File: config.mk
export PLATFORM = sky130hd
export DESIGN_NAME = instruction_fetch_unit
export DESIGN_NICKNAME = d
export VERILOG_FILES = /design/src/rtl/riscv_pkg.sv /design/src/rtl/fetch_fifo.sv /design/src/rtl/instruction_fetch_unit.sv
export SDC_FILE = /design/constraint.sdc
export NUM_CORES = 1
export LEC_CHECK = 0
export CAP_MARGIN = 20
export CORE_MARGIN = 2
export CORE_UTILIZATION = 60
export DETAILED_ROUTE_END_ITERATION = 16
export GPL_TIMING_DRIVEN = 0
export PLACE_DENSITY_LB_ADDON = 0.15
export SLEW_MARGIN = 25
export SYNTH_ARGS = -nofsm -noshare
export SYNTH_HDL_FRONTEND = slang
export SYNTH_SLANG_ARGS = --single-unit
File: constraint.sdc
create_clock -name clk -period 7.8 [get_ports clk]
set_input_delay 0.78 -clock clk [delete_from_list [all_inputs] [get_ports clk]]
set_output_delay 0.78 -clock clk [all_outputs]
set_load 0.05 [all_outputs]
File: src/rtl/riscv_pkg.sv
// rtl/riscv_pkg.sv - shared RV32I core types and constants
package riscv_pkg;

    localparam int XLEN = 32;
    localparam int ILEN = 32;

    localparam logic [XLEN-1:0] DEFAULT_RESET_VECTOR = 32'h0000_0000;

    // Major opcodes, shared with decode
    localparam logic [6:0] OPC_LUI    = 7'b0110111;
    localparam logic [6:0] OPC_AUIPC  = 7'b0010111;
    localparam logic [6:0] OPC_JAL    = 7'b1101111;
    localparam logic [6:0] OPC_JALR   = 7'b1100111;
    localparam logic [6:0] OPC_BRANCH = 7'b1100011;
    localparam logic [6:0] OPC_LOAD   = 7'b0000011;
    localparam logic [6:0] OPC_STORE  = 7'b0100011;
    localparam logic [6:0] OPC_OP_IMM = 7'b0010011;
    localparam logic [6:0] OPC_OP     = 7'b0110011;
    localparam logic [6:0] OPC_FENCE  = 7'b0001111;
    localparam logic [6:0] OPC_SYSTEM = 7'b1110011;

    typedef struct packed {
        logic [ILEN-1:0] instr;
        logic [XLEN-1:0] pc;
    } fetch_pkt_t;

endpackage

File: src/rtl/fetch_fifo.sv
// rtl/fetch_fifo.sv - synchronous FIFO with push/pop/flush and occupancy count
//
// Ports:
//   clk, rst_n        clock, asynchronous active-low reset
//   i_push, i_data    write request and data
//   i_pop             read request; o_data is the head, valid while !o_empty
//   i_flush           discard all entries (wins over push; pop is irrelevant)
//   o_count           number of stored entries (0..DEPTH)
//   o_full, o_empty   status flags
module fetch_fifo #(
    parameter int WIDTH = 32,
    parameter int DEPTH = 4,
    parameter int CW    = $clog2(DEPTH + 1)
) (
    input  logic             clk,
    input  logic             rst_n,
    input  logic             i_push,
    input  logic [WIDTH-1:0] i_data,
    input  logic             i_pop,
    input  logic             i_flush,
    output logic [WIDTH-1:0] o_data,
    output logic [CW-1:0]    o_count,
    output logic             o_full,
    output logic             o_empty
);

    localparam int AW = (DEPTH > 1) ? $clog2(DEPTH) : 1;

    logic [WIDTH-1:0] r_mem [DEPTH];
    logic [AW-1:0]    r_wr_ptr;
    logic [AW-1:0]    r_rd_ptr;
    logic [CW-1:0]    r_count;

    logic w_do_push;
    logic w_do_pop;

    // Explicit wrap so DEPTH need not be a power of two
    function automatic logic [AW-1:0] f_inc(input logic [AW-1:0] p);
        return (p == AW'(DEPTH - 1)) ? '0 : p + AW'(1);
    endfunction

    assign o_empty   = (r_count == '0);
    assign o_full    = (r_count == CW'(DEPTH));
    assign o_count   = r_count;
    assign o_data    = r_mem[r_rd_ptr];
    assign w_do_pop  = i_pop && !o_empty;
    // A full FIFO still accepts a push when the head leaves in the same cycle
    assign w_do_push = i_push && (!o_full || w_do_pop);

    always_ff @(posedge clk or negedge rst_n) begin
        if (!rst_n) begin
            r_wr_ptr <= '0;
            r_rd_ptr <= '0;
            r_count  <= '0;
        end else if (i_flush) begin
            r_wr_ptr <= '0;
            r_rd_ptr <= '0;
            r_count  <= '0;
        end else begin
            if (w_do_push) begin
                r_wr_ptr <= f_inc(r_wr_ptr);
            end
            if (w_do_pop) begin
                r_rd_ptr <= f_inc(r_rd_ptr);
            end
            case ({w_do_push, w_do_pop})
                2'b10:   r_count <= r_count + CW'(1);
                2'b01:   r_count <= r_count - CW'(1);
                default: r_count <= r_count;
            endcase
        end
    end

    always_ff @(posedge clk) begin
        if (w_do_push && !i_flush) begin
            r_mem[r_wr_ptr] <= i_data;
        end
    end

endmodule

File: src/rtl/instruction_fetch_unit.sv
// rtl/instruction_fetch_unit.sv - RV32I fetch stage: PC, imem request issue, in-order instruction queue
//
// Ports:
//   clk, rst_n                        core clock, asynchronous active-low reset
//   imem_req_valid/ready, imem_addr   word-aligned read requests to instruction memory
//   imem_rsp_valid, imem_rsp_data     in-order read responses, latency >= 1
//   redirect_valid, redirect_pc       PC change from execute (one-cycle pulse)
//   if_valid/ready, if_instr, if_pc   queue head handed to decode
module instruction_fetch_unit
    import riscv_pkg::*;
#(
    parameter logic [XLEN-1:0] RESET_VECTOR = DEFAULT_RESET_VECTOR,
    parameter int              FIFO_DEPTH   = 4,
    parameter int              MAX_OUTST    = 2
) (
    input  logic            clk,
    input  logic            rst_n,
    output logic            imem_req_valid,
    input  logic            imem_req_ready,
    output logic [XLEN-1:0] imem_addr,
    input  logic            imem_rsp_valid,
    input  logic [ILEN-1:0] imem_rsp_data,
    input  logic            redirect_valid,
    input  logic [XLEN-1:0] redirect_pc,
    output logic            if_valid,
    input  logic            if_ready,
    output logic [ILEN-1:0] if_instr,
    output logic [XLEN-1:0] if_pc
);

    localparam int OW  = $clog2(MAX_OUTST + 1);
    localparam int QCW = $clog2(FIFO_DEPTH + 1);
    localparam int TCW = $clog2(MAX_OUTST + 1);
    localparam int SW  = $clog2(FIFO_DEPTH + MAX_OUTST + 1);

    logic [XLEN-1:0] r_pc;
    logic [OW-1:0]   r_outst;
    logic [OW-1:0]   r_drop;
    logic            r_run;

    logic            w_issue;
    logic            w_rsp;
    logic            w_rsp_keep;
    logic            w_pop;
    logic            w_credit_ok;
    logic [OW-1:0]   w_outst_live;
    logic [OW-1:0]   w_outst_next;

    fetch_pkt_t      w_q_wdata;
    fetch_pkt_t      w_q_head;
    logic [QCW-1:0]  w_q_count;
    logic            w_q_full;
    logic            w_q_empty;

    logic [XLEN-1:0] w_tag_pc;
    logic [TCW-1:0]  w_tag_count;
    logic            w_tag_full;
    logic            w_tag_empty;

    // Response with nothing outstanding is a protocol error and is ignored
    assign w_rsp        = imem_rsp_valid && (r_outst != '0);
    assign w_rsp_keep   = w_rsp && (r_drop == '0) && !redirect_valid;
    assign w_pop        = if_valid && if_ready;
    assign w_issue      = imem_req_valid && imem_req_ready;
    assign w_outst_live = r_outst - r_drop;
    assign w_outst_next = r_outst + OW'(w_issue) - OW'(w_rsp);

    // Every live request owns a queue slot before it is issued, so a response
    // always finds room and memory never needs back-pressure.
    assign w_credit_ok    = (SW'(w_q_count) + SW'(w_outst_live)) < SW'(FIFO_DEPTH);
    assign imem_req_valid = r_run && !redirect_valid
                            && (r_outst < OW'(MAX_OUTST)) && w_credit_ok;
    assign imem_addr      = r_pc;

    assign if_valid = !w_q_empty;
    assign if_instr = if_valid ? w_q_head.instr : '0;
    assign if_pc    = if_valid ? w_q_head.pc    : '0;

    assign w_q_wdata = '{instr: imem_rsp_data, pc: w_tag_pc};

    // r_run holds off requests for the first cycle after reset release
    always_ff @(posedge clk or negedge rst_n) begin
        if (!rst_n) begin
            r_pc    <= RESET_VECTOR;
            r_outst <= '0;
            r_drop  <= '0;
            r_run   <= 1'b0;
        end else begin
            r_run   <= 1'b1;
            r_outst <= w_outst_next;
            if (redirect_valid) begin
                r_pc   <= {redirect_pc[XLEN-1:2], 2'b00};
                // Everything still in flight after this edge belongs to the old path
                r_drop <= w_outst_next;
            end else begin
                if (w_issue) begin
                    r_pc <= r_pc + 32'd4;
                end
                if (w_rsp && (r_drop != '0)) begin
                    r_drop <= r_drop - OW'(1);
                end
            end
        end
    end

    // PC tags of live requests, in issue order; dropped responses never pop it
    fetch_fifo #(
        .WIDTH (XLEN),
        .DEPTH (MAX_OUTST),
        .CW    (TCW)
    ) u_tag_fifo (
        .clk     (clk),
        .rst_n   (rst_n),
        .i_push  (w_issue),
        .i_data  (r_pc),
        .i_pop   (w_rsp_keep),
        .i_flush (redirect_valid),
        .o_data  (w_tag_pc),
        .o_count (w_tag_count),
        .o_full  (w_tag_full),
        .o_empty (w_tag_empty)
    );

    fetch_fifo #(
        .WIDTH ($bits(fetch_pkt_t)),
        .DEPTH (FIFO_DEPTH),
        .CW    (QCW)
    ) u_instr_queue (
        .clk     (clk),
        .rst_n   (rst_n),
        .i_push  (w_rsp_keep),
        .i_data  (w_q_wdata),
        .i_pop   (w_pop),
        .i_flush (redirect_valid),
        .o_data  (w_q_head),
        .o_count (w_q_count),
        .o_full  (w_q_full),
        .o_empty (w_q_empty)
    );

    logic w_unused;
    assign w_unused = ^{w_tag_count, w_tag_full, w_tag_empty, w_q_full, redirect_pc[1:0]};

    a_no_orphan_rsp: assert property (@(posedge clk) disable iff (!rst_n)
        imem_rsp_valid |-> (r_outst != '0));

    a_drop_le_outst: assert property (@(posedge clk) disable iff (!rst_n)
        r_drop <= r_outst);

endmodule

# [Yosys cells after proc, flatten, opt, wreduce, memory -nomap -nowiden]
# Memories as Yosys holds them, arrays and structs flattened.
# Cells that the tools add are included.
[totals] ff_bits=48 mem_bits_rw=320 inputBits=70 output_inout_bits=98 word_cells=97 n_memories=2
[memory_table] memory="u_instr_queue.r_mem" words=4 word_bits=64 rd=1 rd_ports_with_merged_regs=0 write_ports=1 line_no="fetch_fifo.sv:29" source="logic [WIDTH-1:0] r_mem [DEPTH];"
[memory_table] memory="u_tag_fifo.r_mem" words=2 word_bits=32 rd=1 rd_ports_with_merged_regs=0 write_ports=1 line_no="fetch_fifo.sv:29"
[op_classes] n_addsub=14 order_cmp=2 n_eq_ne=8 n_mux=26 reduce_logical=35
[ops] op="2-to-1 mux 32 bit" n=4
[ops] op="adder 32 x 3 -> 32 bit (second input constant)" n=1
[ops] op="2-to-1 mux 2 bit" n=9
[ops] op="nonzero test 2 bit" n=8
[ops] op="logical AND 1 bit" n=15
[ops] op="== test 2 bit (second input constant)" n=5
[ops] op="2-to-1 mux 1 bit" n=10
[ops] op="adder 2 x 1 -> 2 bit (second input constant)" n=3
[ops] op="one-hot mux 3 bit (2 select lines)" n=1
[ops] op="nonzero test 3 bit" n=2
[ops] op="logical NOT 1 bit" n=5
[ops] op="== test 2 x 1 -> 1 bit (second input constant)" n=2
[ops] op="logical NOT 2 bit" n=2
[ops] op="one-hot mux 2 bit (2 select lines)" n=1
[ops] op="subtractor 2 x 1 -> 2 bit (second input constant)" n=2
[ops] op="adder 3 x 1 -> 3 bit (second input constant)" n=1
[ops] op="adder 3 x 2 -> 3 bit" n=1
[ops] op="== test 3 bit (second input constant)" n=1
[ops] op="logical NOT 3 bit" n=1
[ops] op="< comparator 3 bit (second input constant)" n=1
[ops] op="2-to-1 mux 3 bit" n=1
[ops] op="subtractor 3 x 1 -> 3 bit (second input constant)" n=1
[ops] op="adder 1 bit (second input constant)" n=2
[ops] op="adder 2 x 1 -> 2 bit" n=1
[ops] op="other kinds (4)" n=5

# [Longest topological paths before layout]
[depth] word_depth=10 mapped_depth=17 depth_no_buf=16

# [Cells and area by module]
# A second synthesis with hierarchy kept.
[hier_totals] cells_unflattened=844 area_unflattened_um2=15100.7
[by_module_without_submodules] module="fetch_fifo (u_instr_queue)" instances=1 cells_per_inst=399 area_per_inst_um2=9848.2 seq_area_each_um2=7862.5
[by_module_without_submodules] module="instruction_fetch_unit" instances=1 cells_per_inst=320 area_per_inst_um2=2708.8 seq_area_each_um2=875.8
[by_module_without_submodules] module="fetch_fifo (u_tag_fifo)" instances=1 cells_per_inst=125 area_per_inst_um2=2543.7 seq_area_each_um2=2021.9

# [Worst setup path before layout]
# No wires, ideal clock.
[synth_path] kind="register to register" start="register r_outst[0]" end="memory u_tag_fifo.r_mem[0][10] (enable)" setup_ns=0.417 t_arrival_ns=3.190 required_ns=7.383 path_slack_ns=4.193 path_stages_with_launch=11 n_path_buf=0 period_less_slack_ns=3.607 cell_sequence="dfrtp_1 inv_1 ha_1 xnor2_1 xnor2_1 ha_1 and3b_1 o211a_4 nor2_8 nand2_1 nor2_1"
[synth_between] elab_chain_len=10 elab_cells_between_ends=17 cone_classes="2 x add/sub; 2 x order compare; 2 x mux; 11 x reduce/logical"
[synth_rtl] element="start, declared" line_no="instruction_fetch_unit.sv:37" source="logic [OW-1:0] r_outst;"
[synth_rtl] element="start signal, assigned" line_no="instruction_fetch_unit.sv:90" source="r_outst <= w_outst_next;"
[synth_rtl] element="branches (longest 6 deep; another with adder 3 x 2 -> 3 bit)"
[synth_rtl] element="logical AND 1 bit *" line_no="fetch_fifo.sv:48" source="assign w_do_push = i_push && (!o_full || w_do_pop);"
[synth_rtl] element="logical AND 1 bit *" line_no="fetch_fifo.sv:75" source="if (w_do_push && !i_flush) begin"
[synth_rtl] element="2-to-1 mux 1 bit *" line_no="fetch_fifo.sv:75"
[synth_rtl] element="2-to-1 mux 1 bit (not written as such) *" line_no="fetch_fifo.sv:76" source="r_mem[r_wr_ptr] <= i_data;"
[synth_rtl] element="end, declared" line_no="fetch_fifo.sv:29"
# Every way passes the cells marked *.

# [Final worst setup path]
[layout_path] start="register u_instr_queue.r_count[0], in the netlist u_instr_queue.o_count[0]" end="output port if_instr[1]"
[layout_between] elab_chain_len=2
[layout_rtl] element="start, declared" line_no="fetch_fifo.sv:32" source="logic [CW-1:0] r_count;"
[layout_rtl] element="start signal, assigned" line_no="fetch_fifo.sv:67" source="2'b10: r_count <= r_count + CW'(1);"
[layout_rtl] element="start signal, assigned" line_no="fetch_fifo.sv:68" source="2'b01: r_count <= r_count - CW'(1);"
[layout_rtl] element="start signal, assigned" line_no="fetch_fifo.sv:69" source="default: r_count <= r_count;"
[layout_rtl] element="logical NOT 3 bit" line_no="fetch_fifo.sv:42" source="assign o_empty = (r_count == '0);"
[layout_rtl] element="2-to-1 mux 32 bit" line_no="instruction_fetch_unit.sv:76" source="assign if_instr = if_valid ? w_q_head.instr : '0;"
[layout_rtl] element="end, declared" line_no="instruction_fetch_unit.sv:27" source="output logic [ILEN-1:0] if_instr,"
# No other way between the ends.

==> flow_metrics.tcl <==
set metrics [dict create \
    ys_seq_elements 354 \
    dp_hpwl_um 19100 \
    grt_max_degree 47 \
    ir_worst_vdd_v 0.000180 \
    critPathMaxStageDelay_ns 0.81 \
    port_buffers 161 \
    cts_tree "yes" \
    num_vias 8173 \
    path_delay_family "buffers and inverters" \
    yosys_warnings 0 \
    drive_above_1_share 0.173 \
    coreArea_um2 23600 \
    setup_viol 0 \
    crit_top_cell "clkbuf_1" \
    root_buffer "clkbuf_16" \
    synth_edf_count 308 \
    critPathKind "flop to primary output" \
    gp_congestion 0.884 \
    ff2ff_setup_slack_ns 4.44 \
    grt_usage 0.238 \
    cap_violations 0 \
    rsz0062_at_grt "no" \
    die_w_um 159 \
    cp_slowest_cell "clkdlybuf4s50_1" \
    viasPerCell 5.95 \
    cts_setup_buffers 0 \
    drt_iter0_drc 764 \
    skew_ns 0.00962 \
    timing.fmax_mhz 231 \
    end_kind "primary output" \
    critical_path_required_ns 7.02 \
    tightest_slew_ns 0.771 \
    hold_buffers 0 \
    grt_pass1_vias 8246 \
    synth_top_flop_cell "edfxtp_1" \
    status "completed" \
    maxSlewHeadroom 0.486 \
    clk_path_buf_depth 3 \
    grt_overflow 0 \
    netlist_top_cells_area "edfxtp_1, mux4_2, dfrtp_1" \
    arrival_ns 3.55 \
    die_height_um 159 \
    p_leak_uw 0.00589 \
    clk_pin_slew_ns 0.07 \
    yosys.area.top_type "edfxtp_1" \
    syn2layout_area_growth_pct 22.4 \
    fin_crit_sh 0.555 \
    hold_path.class "input port to async pin" \
    wl_um 29600 \
    syn_area_um2 14500 \
    initial_core_util 0.613 \
    antenna_found_initial 0 \
    die-area_um2 25400 \
    ioPinCount 168 \
    yosysTopAreaCellShare 0.639 \
    yosysSeqAreaShare 0.718 \
    grt_pass1_wl_um 46800 \
    cts_sinks 354 \
    synthArstFlopShare 0.130 \
    finalMaxSlewViolations 0 \
    power.density_nw_per_um2 285 \
    synth.avg_cell_area_um2 17.6 \
    fin_crit_ns 4.33 \
    tns_ns 0 \
    syn_inst 825 \
    drc 0 \
    clock_latency_ns 0.50 \
    ys_top_cells_by_count "edfxtp_1, and2_1, mux4_2, dfrtp_1, nand2_1" \
    crit_chain "clkbuf_1 -> or3_1 -> clkbuf_1 -> clkbuf_1 -> and2_1 -> clkdlybuf4s50_1" \
    design_area_um2 17700 \
    post_dp_cell_area_um2 16600 \
    rows 56 \
    crit_path_start_kind "flop" \
    antenna_left 0 \
    synth.most_common_cell "edfxtp_1" \
    drtPass1Iterations 5 \
    critPathBufInv 4 \
    hold_viol 0 \
    avgRoutedWirePerCell_um 21.5 \
    nets 1112 \
    htree_num_levels 2 \
    synth_cell_types 63 \
    path_max_fanout 10 \
    cts.repair.resized 0 \
    cts_buffers 35 \
    antenna_cells 0 \
]
final timing paths:
kind,start,endpoint,depth (start not counted)
max in group asynchronous,rst_n,imem_addr[12],1
worst min-delay path,rst_n,imem_addr[5],1
worst max-delay path,u_instr_queue.o_count[0],if_instr[1],6
min in group clk,u_tag_fifo.r_wr_ptr,u_tag_fifo.r_wr_ptr,1
worst max register to register,r_outst[0],r_drop[1],17
worst min register to register,u_tag_fifo.r_wr_ptr,u_tag_fifo.r_wr_ptr,1
layout make-up:
class	count	area [um2]
Fill cell	1421	5890
Buffer	42	191
Clock buffer	44	952
Clock inverter	17	134
Inverter	16	60.1
Timing Repair Buffer	166	1720
Tap cell	319	399
Sequential cell	354	10400
Multi-Input combinational cell	416	3860
through the flow:
| stage | hold WS, ns | total power, uW | setup WS (ns) | util | cells |
|---|---|---|---|---|---|
| floorplan | 0.460 | 3090 | 4.19 | - | 828 |
| global placement | 0.476 | 3470 | 2.51 | 0.699 | 1308 |
| detailed placement | 0.551 | 3500 | 4.04 | 0.705 | 1313 |
| CTS | 0.302 | 5090 | 3.46 | 0.751 | 1374 |
| global route | 0.325 | 5250 | 3.28 | 0.751 | 1374 |
| finish | 0.295 | 5050 | 3.47 | 0.751 | 1374 |
logic make-up (layout without fill, tap and decap cells):
logic type               after synthesis  in the layout  share of synthesized area
AO/OA/AOI/OAI                         82             82                     0.0419
AND/OR/NAND/NOR                      208            208                     0.0811
flip-flops                           354            354                      0.718
adder cells (fa/ha/maj)               11             11                     0.0100
multiplexers                          96             96                      0.123
XOR/XNOR                              14             14                    0.00847
other                                  2              5                   0.000519
buffers and inverters                 58            285                     0.0174
power breakdown:
part / total, uW / internal (uW) / switching [uW]
clock network: 1590 / 931 / 659
logic: 1210 / 463 / 745
registers: 2260 / 2170 / 82.5
total: 5050 / 3570 / 1490
registers in the layout, indices dropped and copies added, names as in the netlist:
register	count
u_tag_fifo.r_wr_ptr	1
u_instr_queue.r_mem	248
u_tag_fifo.r_mem	60
u_tag_fifo.r_rd_ptr	1
imem_addr	30
u_tag_fifo.o_count	2
u_instr_queue.o_count	3
u_instr_queue.r_wr_ptr	2
r_drop	2
u_instr_queue.r_rd_ptr	2
r_outst	2
r_run	1
per-layer routing:
layer	GRT usage	share of wire	vias up
met1	0.341	0.43	4121
met3	0.0399	0.062	42
li1	-	-	3665
met5	0	0	-
met4	0.0587	0.016	0
met2	0.389	0.49	345
placed cells by master, fill, tap and decap left out, types with 6 or more instances in the layout:
cell type | netlist | layout
a21oi_1 | 8 | 8
a221o_1 | 7 | 7
and2_1 | 67 | 63
and3_1 | 7 | 6
buf_2 | 9 | 9
clkbuf_1 | 25 | 32
clkbuf_16 | 0 | 37
clkdlybuf4s50_1 | 0 | 160
clkinv_2 | 0 | 11
dfrtp_1 | 46 | 46
edfxtp_1 | 308 | 308
ha_1 | 10 | 10
inv_1 | 15 | 15
mux2_2 | 31 | 31
mux4_2 | 62 | 62
nand2_1 | 38 | 38
nand3_1 | 24 | 24
nand4_1 | 11 | 11
nor2_1 | 19 | 18
nor3_1 | 11 | 11
nor4_1 | 6 | 6
o211ai_1 | 8 | 8
o21ai_0 | 23 | 23
o311ai_0 | 6 | 6
or3_1 | 6 | 6
xnor2_1 | 8 | 8
xor2_1 | 6 | 6
Power figures use the tool's default switching activity.
